--- src/rtl/adder_pkg.sv ---
// adder_pkg: shared constants and FSM state encoding for the serial adder family
package adder_pkg;
    localparam int WIDTH_DEF = 4;
    typedef enum logic {ST_IDLE = 1'b0, ST_RUN = 1'b1} state_t;
endpackage

--- src/rtl/fa_bit.sv ---
// fa_bit: 1-bit combinational full adder
// Ports: a, b, ci -> inputs; s = a^b^ci; co = majority(a, b, ci)
module fa_bit (
    input  logic a,
    input  logic b,
    input  logic ci,
    output logic s,
    output logic co
);
    assign s  = a ^ b ^ ci;
    assign co = (a & b) | (a & ci) | (b & ci);
endmodule

--- src/rtl/fa_serial.sv ---
// fa_serial: bit-serial ripple adder, one full-adder cell, LSB first
// Ports: clk, rst (sync, active-high); start/a/b/ci request and operands;
//        s/co registered result; busy while running; done one-cycle completion pulse
module fa_serial
    import adder_pkg::*;
#(
    parameter int WIDTH = WIDTH_DEF
) (
    input  logic             clk,
    input  logic             rst,
    input  logic             start,
    input  logic [WIDTH-1:0] a,
    input  logic [WIDTH-1:0] b,
    input  logic             ci,
    output logic [WIDTH-1:0] s,
    output logic             co,
    output logic             busy,
    output logic             done
);
    localparam int CW = (WIDTH > 1) ? $clog2(WIDTH) : 1;

    state_t           state, state_nx;
    logic [WIDTH-1:0] a_sh, b_sh, sum_sh, sum_nx;
    logic [CW-1:0]    cnt;
    logic             c, sb, cb, last;

    fa_bit u_cell (.a(a_sh[0]), .b(b_sh[0]), .ci(c), .s(sb), .co(cb));

    // Sum bits enter from the MSB side; written as shifts so WIDTH=1 needs no slice.
    assign sum_nx = (sum_sh >> 1) | (WIDTH'(sb) << (WIDTH - 1));
    assign last   = cnt == CW'(WIDTH - 1);

    always_comb begin
        state_nx = state;
        state_nx = (state == ST_IDLE) ? (start ? ST_RUN : ST_IDLE)
                                      : (last ? ST_IDLE : ST_RUN);
    end

    always_ff @(posedge clk) begin
        if (rst)
            state <= ST_IDLE;
        else
            state <= state_nx;
    end

    always_ff @(posedge clk) begin
        if (rst) begin
            a_sh   <= '0;
            b_sh   <= '0;
            sum_sh <= '0;
            c      <= 1'b0;
            cnt    <= '0;
            s      <= '0;
            co     <= 1'b0;
            busy   <= 1'b0;
            done   <= 1'b0;
        end else begin
            done <= 1'b0;
            if (state == ST_IDLE) begin
                if (start) begin
                    a_sh <= a;
                    b_sh <= b;
                    c    <= ci;
                    cnt  <= '0;
                    busy <= 1'b1;
                end
            end else begin
                a_sh   <= a_sh >> 1;
                b_sh   <= b_sh >> 1;
                c      <= cb;
                sum_sh <= sum_nx;
                if (last) begin
                    s    <= sum_nx;
                    co   <= cb;
                    done <= 1'b1;
                    busy <= 1'b0;
                end else begin
                    cnt <= cnt + 1'b1;
                end
            end
        end
    end
endmodule

--- config.mk ---
export PLATFORM = sky130hd
export DESIGN_NAME = fa_serial
export DESIGN_NICKNAME = d
export VERILOG_FILES = /design/src/rtl/adder_pkg.sv /design/src/rtl/fa_bit.sv /design/src/rtl/fa_serial.sv
export SDC_FILE = /design/constraint.sdc
export NUM_CORES = 1
export LEC_CHECK = 0
export CAP_MARGIN = 20
export CELL_PAD_IN_SITES_DETAIL_PLACEMENT = 0
export CELL_PAD_IN_SITES_GLOBAL_PLACEMENT = 1
export CORE_MARGIN = 8
export CORE_UTILIZATION = 36
export DETAILED_ROUTE_END_ITERATION = 6
export DONT_BUFFER_PORTS = 1
export GPL_TIMING_DRIVEN = 0
export PLACE_DENSITY = 0.7
export SLEW_MARGIN = 10
export SYNTH_ARGS = -nofsm -noshare
export SYNTH_HDL_FRONTEND = slang
export SYNTH_SLANG_ARGS = --single-unit
--- constraint.sdc ---
create_clock -name clk -period 1.6 [get_ports clk]
set_clock_uncertainty 0.15 [all_clocks]
set_input_delay 0.32 -clock clk [delete_from_list [all_inputs] [get_ports clk]]
set_output_delay 0.32 -clock clk [all_outputs]
set_load 0.01 [all_outputs]
Word-level counts from Yosys, hierarchy flattened
Cells that the tools add are included.

word-level totals
  flip-flop bits (word level) = 23
  input port bits = 12
  output and inout port bits = 7
  logic and storage cells = 47

cells by class
  add/sub/neg operators = 1
  equal/unequal tests = 3
  muxes and demuxes = 16
  bitwise gates (word level) = 9
  reduce and logical (&&, ||, !) cells = 6

operators by type and width
  cell                                                   count
  two-way mux 3 bit                                      4
  two-way mux 1 bit                                      9
  two-way mux 2 bit                                      3
  AND reduction 2 bit                                    3
  OR 3 x 4 -> 4 bit                                      1
  OR reduction 2 bit                                     2
  bitwise AND 1 bit                                      3
  adder 2 x 1 -> 2 bit, second input constant            1
  equality test 2 bit, second input constant             1
  inequality test 2 x 1 -> 1 bit, second input constant  1
  inequality test 2 bit, second input constant           1
  OR 1 bit                                               2
  nonzero test 2 bit                                     1
  XOR 1 bit                                              2
  inverter 1 bit                                         1

Depth between registers and ports, before layout
Gate-level depths: netlist (run 1).

  depth after elaboration = 4
  depth in mapped cells = 5
  gate-level depth less buffers = 4

By module
Synthesis (run 1) repeated with hierarchy kept, for this count alone.

second synthesis, totals
  cell total of the unflattened synthesis = 100
  area total of the unflattened synthesis = 928.4 um2

by module, submodules not included
  module     times used  cells an instance  area each (um2)
  fa_serial  1           99                 908.4
  fa_bit     1           1                  20.0

Worst setup path before layout (run 1)
No wires, ideal clock.

  path kind = flip-flop to flip-flop
  start point = register cnt[0]
  end point = register busy
  arrival = 0.992 ns
  path slack = 0.330 ns
  stages on the path, launching flop included = 6
  buffers on the path = 1
  period minus slack after synthesis = 1.270 ns
  cell sequence = dfxtp_1 > ha_1 > buf_2 > nand2_1 > a2bb2oi_1 > nor2_1

on the way
  word-level cells in the longest chain between the ends = 3

RTL lines
  element                                   RTL line         RTL
  start, declared                           fa_serial.sv:24  logic [CW-1:0] cnt;
  start signal, assigned                    fa_serial.sv:78  cnt <= cnt + 1'b1;
  equality test 2 bit                       fa_serial.sv:31  assign last = cnt == CW'(WIDTH - 1);
  named net last                            fa_serial.sv:25  logic c, sb, cb, last;
  inequality test 2 x 1 -> 1 bit (no line)  --
  AND reduction 2 bit (no line)             --
  end signal, assigned                      fa_serial.sv:55  busy <= 1'b0;
  end signal, assigned                      fa_serial.sv:65  busy <= 1'b1;
  end signal, assigned                      fa_serial.sv:76  busy <= 1'b0;
  end, declared                             fa_serial.sv:17  output logic busy,

The timed path passes the listed nets, and every way through them passes these cells.
A chain may end at the register's enable or synchronous reset.

Worst setup path in the final report (run 1)
Ends and elaborated chain as after synthesis.

==> summary.md, run 1 <==
| Metric | Value |
|---|---|
| Synth Area in Compound Gates | 0.0999 |
| Status | completed |
| Leak Pwr | 0.396 nW |
| Busiest grt layer | met2 |
| Clock buffer depth | 2 |
| Max Cap Violations | 0 |
| Core area | 0.00243 mm² |
| Synth cell count leaders | 22 x dfxtp_1, 13 x mux2i_1, 13 x nand2_1 |
| Ys Warns | 0 |
| FILL cells | 258 |
| CTS buffer count | 3 |
| Clk_lat worst skew | 0.30 ns |
| Finished Cell Area | 0.00100 mm² |
| Synthesized cell area | 915 µm² |
| Hold Fails Final Rpt | 0 |
| Highest clock rate | 721 MHz |
| Post-synthesis simple-gate area fraction | 0.178 |
| H-Tree Depth | 1 |
| DRC | 0 |
| Initial antenna violation count | 0 |
| P_sw | 0.232 mW |
| GRT met3 Usage | 0.0424 |
| Chip height | 66.4 µm |
| Clock slew at reported path FFs | 0.12 ns |
| Peak supply drop | 447 µV |
| I/O Pins | 19 |
| Slew @ Worst Pin | 0.459 ns |
| Reg2Reg Setup Slack | 0.21 ns |
| Switch share | 0.233 |
| Critical Path Start Type | flip-flop |
| Synth Area in Adders | 0.0356 |
| Post-Synth XOR/XNOR Area | 0.00958 |
| Register area share after synthesis | 0.482 |
| Worst Setup Path Type | reg2reg |
| M2 GR Usage | 0.148 |
| Placed Area | 952 µm² |
| Synth area leaders | dfxtp_1 48%, mux2i_1 14%, nand2_1 5.3% |
| Critical path data required time | 1.63 ns |
| Final Routed Wirelength | 1740 µm |
| Setup_tns | 0 ns |
| Die X-Extent | 66.4 µm |
| #FFs+latches synth | 22 |
| Worst Path Arrival | 1.42 ns |
| Cell taking the most area after synthesis | dfxtp_1 |
| Main combinational cell family by area after synthesis | simple AND/OR/NAND/NOR gates |
| Layout cells sized above 1 | 0.0971 |
| Count leader, synth | dfxtp_1 |
| Clock Power Share | 0.301 |
| Slowest CP cell | dfxtp_1 |
| Yosys cell types | 22 |
| Post-synth EDFFs | 0 |
| Routed WL per cell | 13.1 µm |
| Avg Cell Area, Syn | 9.33 µm² |
| Dpl ws | 0.116 ns |
| Post-synth top area share | 0.482 |
| Pre-antenna DRT Iters | 5 |
| Multi-input logic area | 428 µm² |
| GR Overflow Total | 0 |
| Root buffer cell | clkbuf_4 |
| CTS sink count | 22 |
| Initial Utilization | 0.376 |
| NumNets Final | 118 |
| Num rows | 18 |
| Worst-path cell chain | ha_1 -> buf_2 -> nand2_2 -> a2bb2oi_1 -> nor2_1 |
| Area Overhead vs Synth | 9.44% |
| Worst path buffer plus inverter count | 1 |
| Final period utilization | 0.867 |
| Final setup margin | 0.213 ns |
| Ant. Diodes | 0 |
| Postcts setup bufs | 0 |
| Worst path top cell family by delay | flip-flops |
| P_int | 0.762 mW |
| Storage element area | 440 µm² |
| Max incr delay on CP | 0.39 ns |
| DPL Wire Length | 1290 µm |
| Vias per cell | 4.89 |
| Final Critical Period | 1.39 ns |
| RD Place Congestion | 0.706 |
| Setup Viol. Count Final | 0 |
| Worst min path class | in2reg |
| Tot GR Track Use | 0.0902 |
| Comb power frac | 0.107 |
| Violation count after the first detailed-route iteration | 11 |
| First-pass GRT wire length | 3100 µm |
| Relative slew slack | 0.694 |
| Crit end category | flip-flop |
| RSZ-0062 raised after global routing | no |
| Synthesized Nets | 112 |
| Via count of the first global-routing pass | 674 |
| Routed via count | 651 |
| CTS tree | done |
| Slew Viols, Final | 0 |
| Power Dens Cells | 993 mW/mm² |
| M1 GR Usage | 0.0961 |
| Synth Instances | 98 |
| Port Buf Inserts | 0 |
| Largest net degree at the start of global routing | 13 |
| Sequential Power Share | 0.592 |
| Die area | 0.00441 mm² |
| Proportion of synthesized area in mux cells | 0.142 |
| Post-synth ARST share | 0 |
| CP max FO | 8 |
| Antenna Nets Post-Route | 0 |
| Top FF cell, synth | dfxtp_1 |
-- cells in the final DEF, fill, tap and decap left out, types with 3 or more instances in the layout --
master    netlist  routed
nand2_1        13      12
nand3_1         5       5
clkbuf_4        0       3
dfxtp_1        22      22
nor2_1          7       7
nor2b_1         6       6
o21ai_0         3       3
a21oi_1         7       7
mux2i_1        13      13
buf_2           3       3
o21ai_1         5       5
-- per-layer routing --
metal	share of wire	vias up
li1	-	341
met1	0.43	300
met2	0.49	8
met3	0.072	2
met4	0.0086	0
met5	0	-
-- state kept, by name, summed over array words and instances, names as in the netlist --
name and cells:
a_sh 4, co 1, s 4, busy 1, cnt 2, c 1
done 1, sum_sh 3, b_sh 4, state 1
-- cells by family after synthesis --
kind of cell	count (synthesis)
AO/OA/AOI/OAI	17
XOR/XNOR	1
adder cells (fa/ha/maj)	2
buffers and inverters	8
flip-flops	22
multiplexers	13
AND/OR/NAND/NOR	35
-- layout make-up --
type,instances,area share
plain buffers,7,0.0450
clock buffers,4,0.0363
inverters,1,0.00375
multi-input cells,68,0.427
flip-flops and latches,22,0.440
well taps,30,0.0375
repair buffers,1,0.0100
-- final timing paths --
path                            cells past startpoint                   start              endpoint
worst min register to register                      2  sum_sh[1]$_SDFFE_PP0P_     s[0]$_SDFFE_PP0P_
worst max register to register                      5     cnt[0]$_SDFFE_PP0P_     busy$_SDFFE_PP0P_
worst min-delay path                                2                    b[3]  b_sh[3]$_SDFFE_PP0P_
worst max-delay path                                5     cnt[0]$_SDFFE_PP0P_     busy$_SDFFE_PP0P_
-- worst reg2reg max path, delay by kind of cell, from the launching register on --
family                   cells  cell delay, ns
adder cells (fa/ha/maj)      1            0.15
AND/OR/NAND/NOR              2            0.21
flip-flops                   1            0.39
AO/OA/AOI/OAI                1            0.18
buffers and inverters        1            0.20
-- power by group through the flow --
stage | clock, mW | sequential [mW] | combinational [mW]
2_1_floorplan | 0 | 0.597 | 0.0872
3_3_place_gp | 0 | 0.601 | 0.104
6_report | 0.299 | 0.588 | 0.106
4_1_cts | 0.313 | 0.589 | 0.109
3_5_place_dp | 0 | 0.601 | 0.106
5_1_grt | 0.338 | 0.593 | 0.123
-- what timing repair did --
action,CTS,global route
hold endpoints to repair,2,0
hold buffers,1,0
setup endpoints to repair,0,1
gates resized for setup,0,1
-- through the flow --
step / power (mW) / instances / hold slack (ns) / utilization
3_3_place_gp: 0.705 / 128 / 0.242 / 0.391
4_1_cts: 1.01 / 133 / 0.0715 / 0.410
2_1_floorplan: 0.685 / 98 / 0.242 / -
5_1_grt: 1.05 / 133 / 0.0975 / 0.412
6_report: 0.994 / 133 / 0.0715 / 0.412
3_5_place_dp: 0.707 / 128 / 0.245 / 0.391
Power figures use the tool's default switching activity.
==> run 2: changes to the inputs <==
REMOVE_ABC_BUFFERS = 1   (was not set)
==> summary.md, run 2 (synthesis gave the netlist of run 1 again) <==
| Metric | Value |
|---|---|
| Status | completed (unchanged) |
| Core area | 0.00243 mm² (unchanged) |
| H-Tree Depth | 1 (unchanged) |
| Via count of the first global-routing pass | 617 (was 674) |
| Highest clock rate | 689 MHz (was 721 MHz) |
| RD Place Congestion | 0.613 (was 0.706) |
| I/O Pins | 19 (unchanged) |
| DPL Wire Length | 1090 µm (was 1290 µm) |
| Power, Total | 0.982 mW (was 0.994 mW) |
| Hold Fails Final Rpt | 0 (unchanged) |
| Initial antenna violation count | 0 (unchanged) |
| M2 GR Usage | 0.121 (was 0.148) |
| Ant. Diodes | 0 (unchanged) |
| Busiest grt layer | met2 (unchanged) |
| Final Routed Wirelength | 1650 µm (was 1740 µm) |
| Die area | 0.00441 mm² (unchanged) |
| Max incr delay on CP | 1.05 ns (was 0.39 ns) |
| Area Overhead vs Synth | 6.02% (was 9.44%) |
| Power Dens Cells | 1010 mW/mm² (was 993 mW/mm²) |
| Finished Cell Area | 970 µm² (was 0.00100 mm²) |
| Largest registers | a_sh x4, b_sh x4, s x4 (unchanged) |
| Worst min path class | in2reg (unchanged) |
| CTS tree | done (unchanged) |
| Routed via count | 652 (was 651) |
| Slew @ Worst Pin | 0.783 ns (was 0.459 ns) |
| Worst path top cell family by delay | buffers and inverters (was flip-flops) |
| Max Cap Violations | 0 (unchanged) |
| Vias per cell | 5.13 (was 4.89) |
| M1 GR Usage | 0.0873 (was 0.0961) |
| Placed Area | 907 µm² (was 952 µm²) |
| Worst Setup Path Type | in2reg (was reg2reg) |
| Violation count after the first detailed-route iteration | 31 (was 11) |
| CP startpoint | rst (was cnt[0]$_SDFFE_PP0P_) |
| Port Buf Inserts | 0 (unchanged) |
| Die X-Extent | 66.4 µm (unchanged) |
| DRC | 0 (unchanged) |
| Most common cell after layout, fill and taps aside | dfxtp_1 (unchanged) |
| Relative slew slack | 0.476 (was 0.694) |
| Peak supply drop | 809 µV (was 447 µV) |
| Slew Viols, Final | 0 (unchanged) |
| Setup Viol. Count Final | 0 (unchanged) |
| Slowest CP cell | dlygate4sd3_1 (was dfxtp_1) |
| Final period utilization | 0.907 (was 0.867) |
| CP max FO | 21 (was 8) |
| Crit end category | flip-flop (unchanged) |
| GR Overflow Total | 0 (unchanged) |
| Clk_lat worst skew | 0.30 ns (about the same) |
| Root buffer cell | clkbuf_4 (unchanged) |
| CTS sink count | 22 (unchanged) |
| Inst Count DP | 121 (was 128) |
| Dpl ws | -0.384 ns (was 0.116 ns) |
| Hold Path Origin | rst (was b[3]) |
| Initial Utilization | 0.376 (unchanged) |
| Num rows | 18 (unchanged) |
| Critical Path Start Type | primary input (was flip-flop) |
| Hold slack final | 0.0427 ns (was 0.0715 ns) |
| RSZ-0062 raised after global routing | no (unchanged) |
| Largest net degree at the start of global routing | 32 (was 13) |
| Pre-antenna DRT Iters | 2 (was 5) |
| Leak Pwr | 0.368 nW (was 0.396 nW) |
| Postcts setup bufs | 0 (unchanged) |
| Critical path data required time | 1.63 ns (about the same) |
| Worst-path cell chain | dlygate4sd3_1 -> nor2b_1 (was ha_1 -> buf_2 -> nand2_2 -> a2bb2oi_1 -> nor2_1) |
| Final Critical Period | 1.45 ns (was 1.39 ns) |
| Clock slew at reported path FFs | 0.12 ns (about the same) |
| Antenna Nets Post-Route | 0 (unchanged) |
| Worst path buffer plus inverter count | 1 (unchanged) |
| Routed WL per cell | 13.0 µm (was 13.1 µm) |
| Clock buffer depth | 2 (unchanged) |
| Most frequent cells in the layout | 21 x dfxtp_1, 13 x nand2_1, 13 x mux2i_1 (was 22 x dfxtp_1, 13 x mux2i_1, 12 x nand2_1) |
| CTS buffer count | 3 (unchanged) |
| Fin cells | 127 (was 133) |
| Worst Path Arrival | 1.48 ns (was 1.42 ns) |
| First-pass GRT wire length | 2760 µm (was 3100 µm) |
| GRT met3 Usage | 0.0593 (was 0.0424) |
| Layout cells sized above 1 | 0.0619 (was 0.0971) |
| Tot GR Track Use | 0.0805 (was 0.0902) |
| NumNets Final | 112 (was 118) |
| Chip height | 66.4 µm (unchanged) |
| Final setup margin | 0.149 ns (was 0.213 ns) |
| Reg2reg start | cnt[0]$_SDFFE_PP0P_ (unchanged) |
run 2: through the flow:
stage,utilization,setup TNS [ns]
after detailed placement,0.373,-2.53
after CTS,0.392,0
final,0.399,0
after global placement,0.373,-2.34
after floorplan,-,0
after global routing,0.399,0
run 2: worst paths after layout:
kind | end | slack, ns | cells after the start
worst max-delay path | b_sh[0]$_SDFFE_PP0P_ | 0.15 | 2
worst min-delay path | b_sh[1]$_SDFFE_PP0P_ | 0.04 | 1
worst max register to register | busy$_SDFFE_PP0P_ | 0.16 | 4
worst min register to register | s[0]$_SDFFE_PP0P_ | 0.33 | 2
run 2: repair_timing:
| item | in CTS | in global routing |
|---|---|---|
| hold buffers | 1 | 1 |
| endpoints found under the setup margin | 11 | 7 |
| resized for setup | 1 | 2 |
| endpoints found under the hold margin | 21 | 1 |
| cloned | 0 | 0 |
run 2: layout make-up:
| class | count | area (µm²) |
|---|---|---|
| inverters | 1 | 3.75 |
| clock buffers | 4 | 36.3 |
| well taps | 30 | 37.5 |
| multi-input cells | 68 | 428 |
| repair buffers | 2 | 20.0 |
| fillers | 265 | 1460 |
| flip-flops and latches | 22 | 444 |
run 2: power breakdown:
| group | switching (mW) | total (mW) | internal (mW) |
|---|---|---|---|
| registers | 0.0307 | 0.602 | 0.571 |
| clock network | 0.165 | 0.304 | 0.139 |
| logic | 0.0316 | 0.0765 | 0.0448 |
| total | 0.227 | 0.982 | 0.755 |
run 2: routing by layer:
| layer | up-vias | part of all wire |
|---|---|---|
| li1 | 330 | - |
| met1 | 306 | 0.47 |
| met2 | 14 | 0.42 |
| met3 | 2 | 0.10 |
| met4 | 0 | 0.0085 |
| met5 | - | 0 |
==> run 3: changes to the inputs <==
CORE_UTILIZATION = 35   (was 36)
PLACE_DENSITY = 0.69   (was 0.7)
==> summary.md, run 3 (synthesis gave the netlist of run 1 again) <==
| Metric | Value |
|---|---|
| Peak supply drop | 746 µV (was 809 µV) |
| DRC | 0 (unchanged) |
| Final Routed Wirelength | 1710 µm (was 1650 µm) |
| Die X-Extent | 67.1 µm (was 66.4 µm) |
| Max Cap Violations | 0 (unchanged) |
| M2 GR Usage | 0.129 (was 0.121) |
| Final period utilization | 0.906 (was 0.907) |
| GR Overflow Total | 0 (unchanged) |
| Worst min path class | in2reg (unchanged) |
| Relative slew slack | 0.498 (was 0.476) |
| Root buffer cell | clkbuf_4 (unchanged) |
| Initial antenna violation count | 0 (unchanged) |
| Postcts setup bufs | 0 (unchanged) |
| First-pass GRT wire length | 2820 µm (was 2760 µm) |
| Slowest CP cell | dlygate4sd3_1 (unchanged) |
| Largest net degree at the start of global routing | 32 (unchanged) |
| Critical Path Start Type | primary input (unchanged) |
| Critical path data required time | 1.61 ns (was 1.63 ns) |
| Leak Pwr | 0.361 nW (was 0.368 nW) |
| Largest registers | a_sh x4, b_sh x4, s x4 (unchanged) |
| Clock buffer depth | 2 (unchanged) |
| Dpl ws | -0.360 ns (was -0.384 ns) |
| GRT met3 Usage | 0.0654 (was 0.0593) |
| Clock slew at reported path FFs | 0.12 ns (about the same) |
| Max incr delay on CP | 1.02 ns (was 1.05 ns) |
| Slew Viols, Final | 0 (unchanged) |
| DPL Wire Length | 1170 µm (was 1090 µm) |
| Initial Utilization | 0.369 (was 0.376) |
| Final setup margin | 0.151 ns (was 0.149 ns) |
| Most frequent cells in the layout | 21 x dfxtp_1, 13 x nand2_1, 13 x mux2i_1 (unchanged) |
| Worst Setup Path Type | in2reg (unchanged) |
| CTS buffer count | 3 (unchanged) |
| Chip height | 67.1 µm (was 66.4 µm) |
| Routed WL per cell | 13.6 µm (was 13.0 µm) |
| Hold Fails Final Rpt | 0 (unchanged) |
| Final Util | 0.386 (was 0.399) |
| Slew @ Worst Pin | 0.751 ns (was 0.783 ns) |
| NumNets Final | 112 (unchanged) |
| Routed via count | 631 (was 652) |
| Core area | 0.00248 mm² (was 0.00243 mm²) |
| Worst Path Arrival | 1.46 ns (was 1.48 ns) |
| Pre-antenna DRT Iters | 4 (was 2) |
| Tot GR Track Use | 0.0823 (was 0.0805) |
| Crit end category | flip-flop (unchanged) |
| Most common cell after layout, fill and taps aside | dfxtp_1 (unchanged) |
| Busiest grt layer | met2 (unchanged) |
| Area Overhead vs Synth | 4.51% (was 6.02%) |
| Highest clock rate | 690 MHz (was 689 MHz) |
| M1 GR Usage | 0.0857 (was 0.0873) |
| CP max FO | 21 (unchanged) |
| Via count of the first global-routing pass | 616 (was 617) |
| Die area | 0.00451 mm² (was 0.00441 mm²) |
| FILL cells | 264 (was 265) |
| Violation count after the first detailed-route iteration | 24 (was 31) |
| Clk_lat worst skew | 0.30 ns (about the same) |
| Final Critical Period | 1.45 ns (about the same) |
| RSZ-0062 raised after global routing | no (unchanged) |
| H-Tree Depth | 1 (unchanged) |
| Port Buf Inserts | 0 (unchanged) |
| Worst path buffer plus inverter count | 1 (unchanged) |
| Num rows | 18 (unchanged) |
| Power Dens Cells | 963 mW/mm² (was 1010 mW/mm²) |
| RD Place Congestion | 0.668 (was 0.613) |
| Layout cells sized above 1 | 0.0521 (was 0.0619) |
| Vias per cell | 5.01 (was 5.13) |
| Hold slack final | 0.0487 ns (was 0.0427 ns) |
| Ant. Diodes | 0 (unchanged) |
| Setup Viol. Count Final | 0 (unchanged) |
| Worst-path cell chain | dlygate4sd3_1 -> nor2_1 (was dlygate4sd3_1 -> nor2b_1) |
| Status | completed (unchanged) |
| CTS tree | done (unchanged) |
| I/O Pins | 19 (unchanged) |
| Worst path top cell family by delay | buffers and inverters (unchanged) |
| Antenna Nets Post-Route | 0 (unchanged) |
| CTS sink count | 22 (unchanged) |
==> run 3: metal layers <==
layer	routed length, µm	vias up
met5	0	-
met4	8	0
met3	220	2
met2	734	24
met1	750	276
li1	-	329
==> run 3: cell type report <==
| class | count | area, µm² | area share |
|---|---|---|---|
| clock buffer | 3 | 22.5 | 0.0236 |
| tap | 30 | 37.5 | 0.0393 |
| inverter | 1 | 3.75 | 0.00393 |
| sequential | 22 | 444 | 0.465 |
| timing repair buffer | 2 | 20.0 | 0.0209 |
| multi-input combinational | 68 | 428 | 0.448 |
==> run 3: where the power goes <==
part | internal (mW) | leakage [nW] | total (mW) | switching, mW
Combinational | 0.0453 | 0.167 | 0.0780 | 0.0327
Clock | 0.0876 | 0.0138 | 0.241 | 0.153
Sequential | 0.571 | 0.180 | 0.602 | 0.0309
==> run 3: through the flow <==
step | area (µm²) | std cells | power [mW] | TNS [ns]
2_1_floorplan | 870 | 91 | 0.666 | 0
3_3_place_gp | 907 | 121 | 0.677 | -2.14
3_5_place_dp | 907 | 121 | 0.682 | -2.35
4_1_cts | 941 | 125 | 0.938 | 0
5_1_grt | 956 | 126 | 0.987 | 0
6_report | 956 | 126 | 0.921 | 0
==> run 3: final timing paths <==
kind                            slack [ns]                   start  cells after the start              endpoint
worst max-delay path                  0.15                     rst                      2     busy$_SDFFE_PP0P_
worst min-delay path                  0.05                     rst                      1  b_sh[1]$_SDFFE_PP0P_
worst max register to register        0.15     cnt[0]$_SDFFE_PP0P_                      4     busy$_SDFFE_PP0P_
worst min register to register        0.33  sum_sh[1]$_SDFFE_PP0P_                      2     s[0]$_SDFFE_PP0P_
==> run 3: worst register-to-register path: stages (launching register included) <==
cell       delay (ns)
dfxtp_1          0.39
ha_2             0.30
nand2_1          0.21
a2bb2oi_1        0.21
nor2_1           0.05
==> run 3: what timing repair did <==
action | 4_1_cts | 5_1_grt
resized for setup | 1 | 2
hold buffers | 1 | 1
hold endpoints to repair | 21 | 1
setup endpoints to repair | 9 | 7
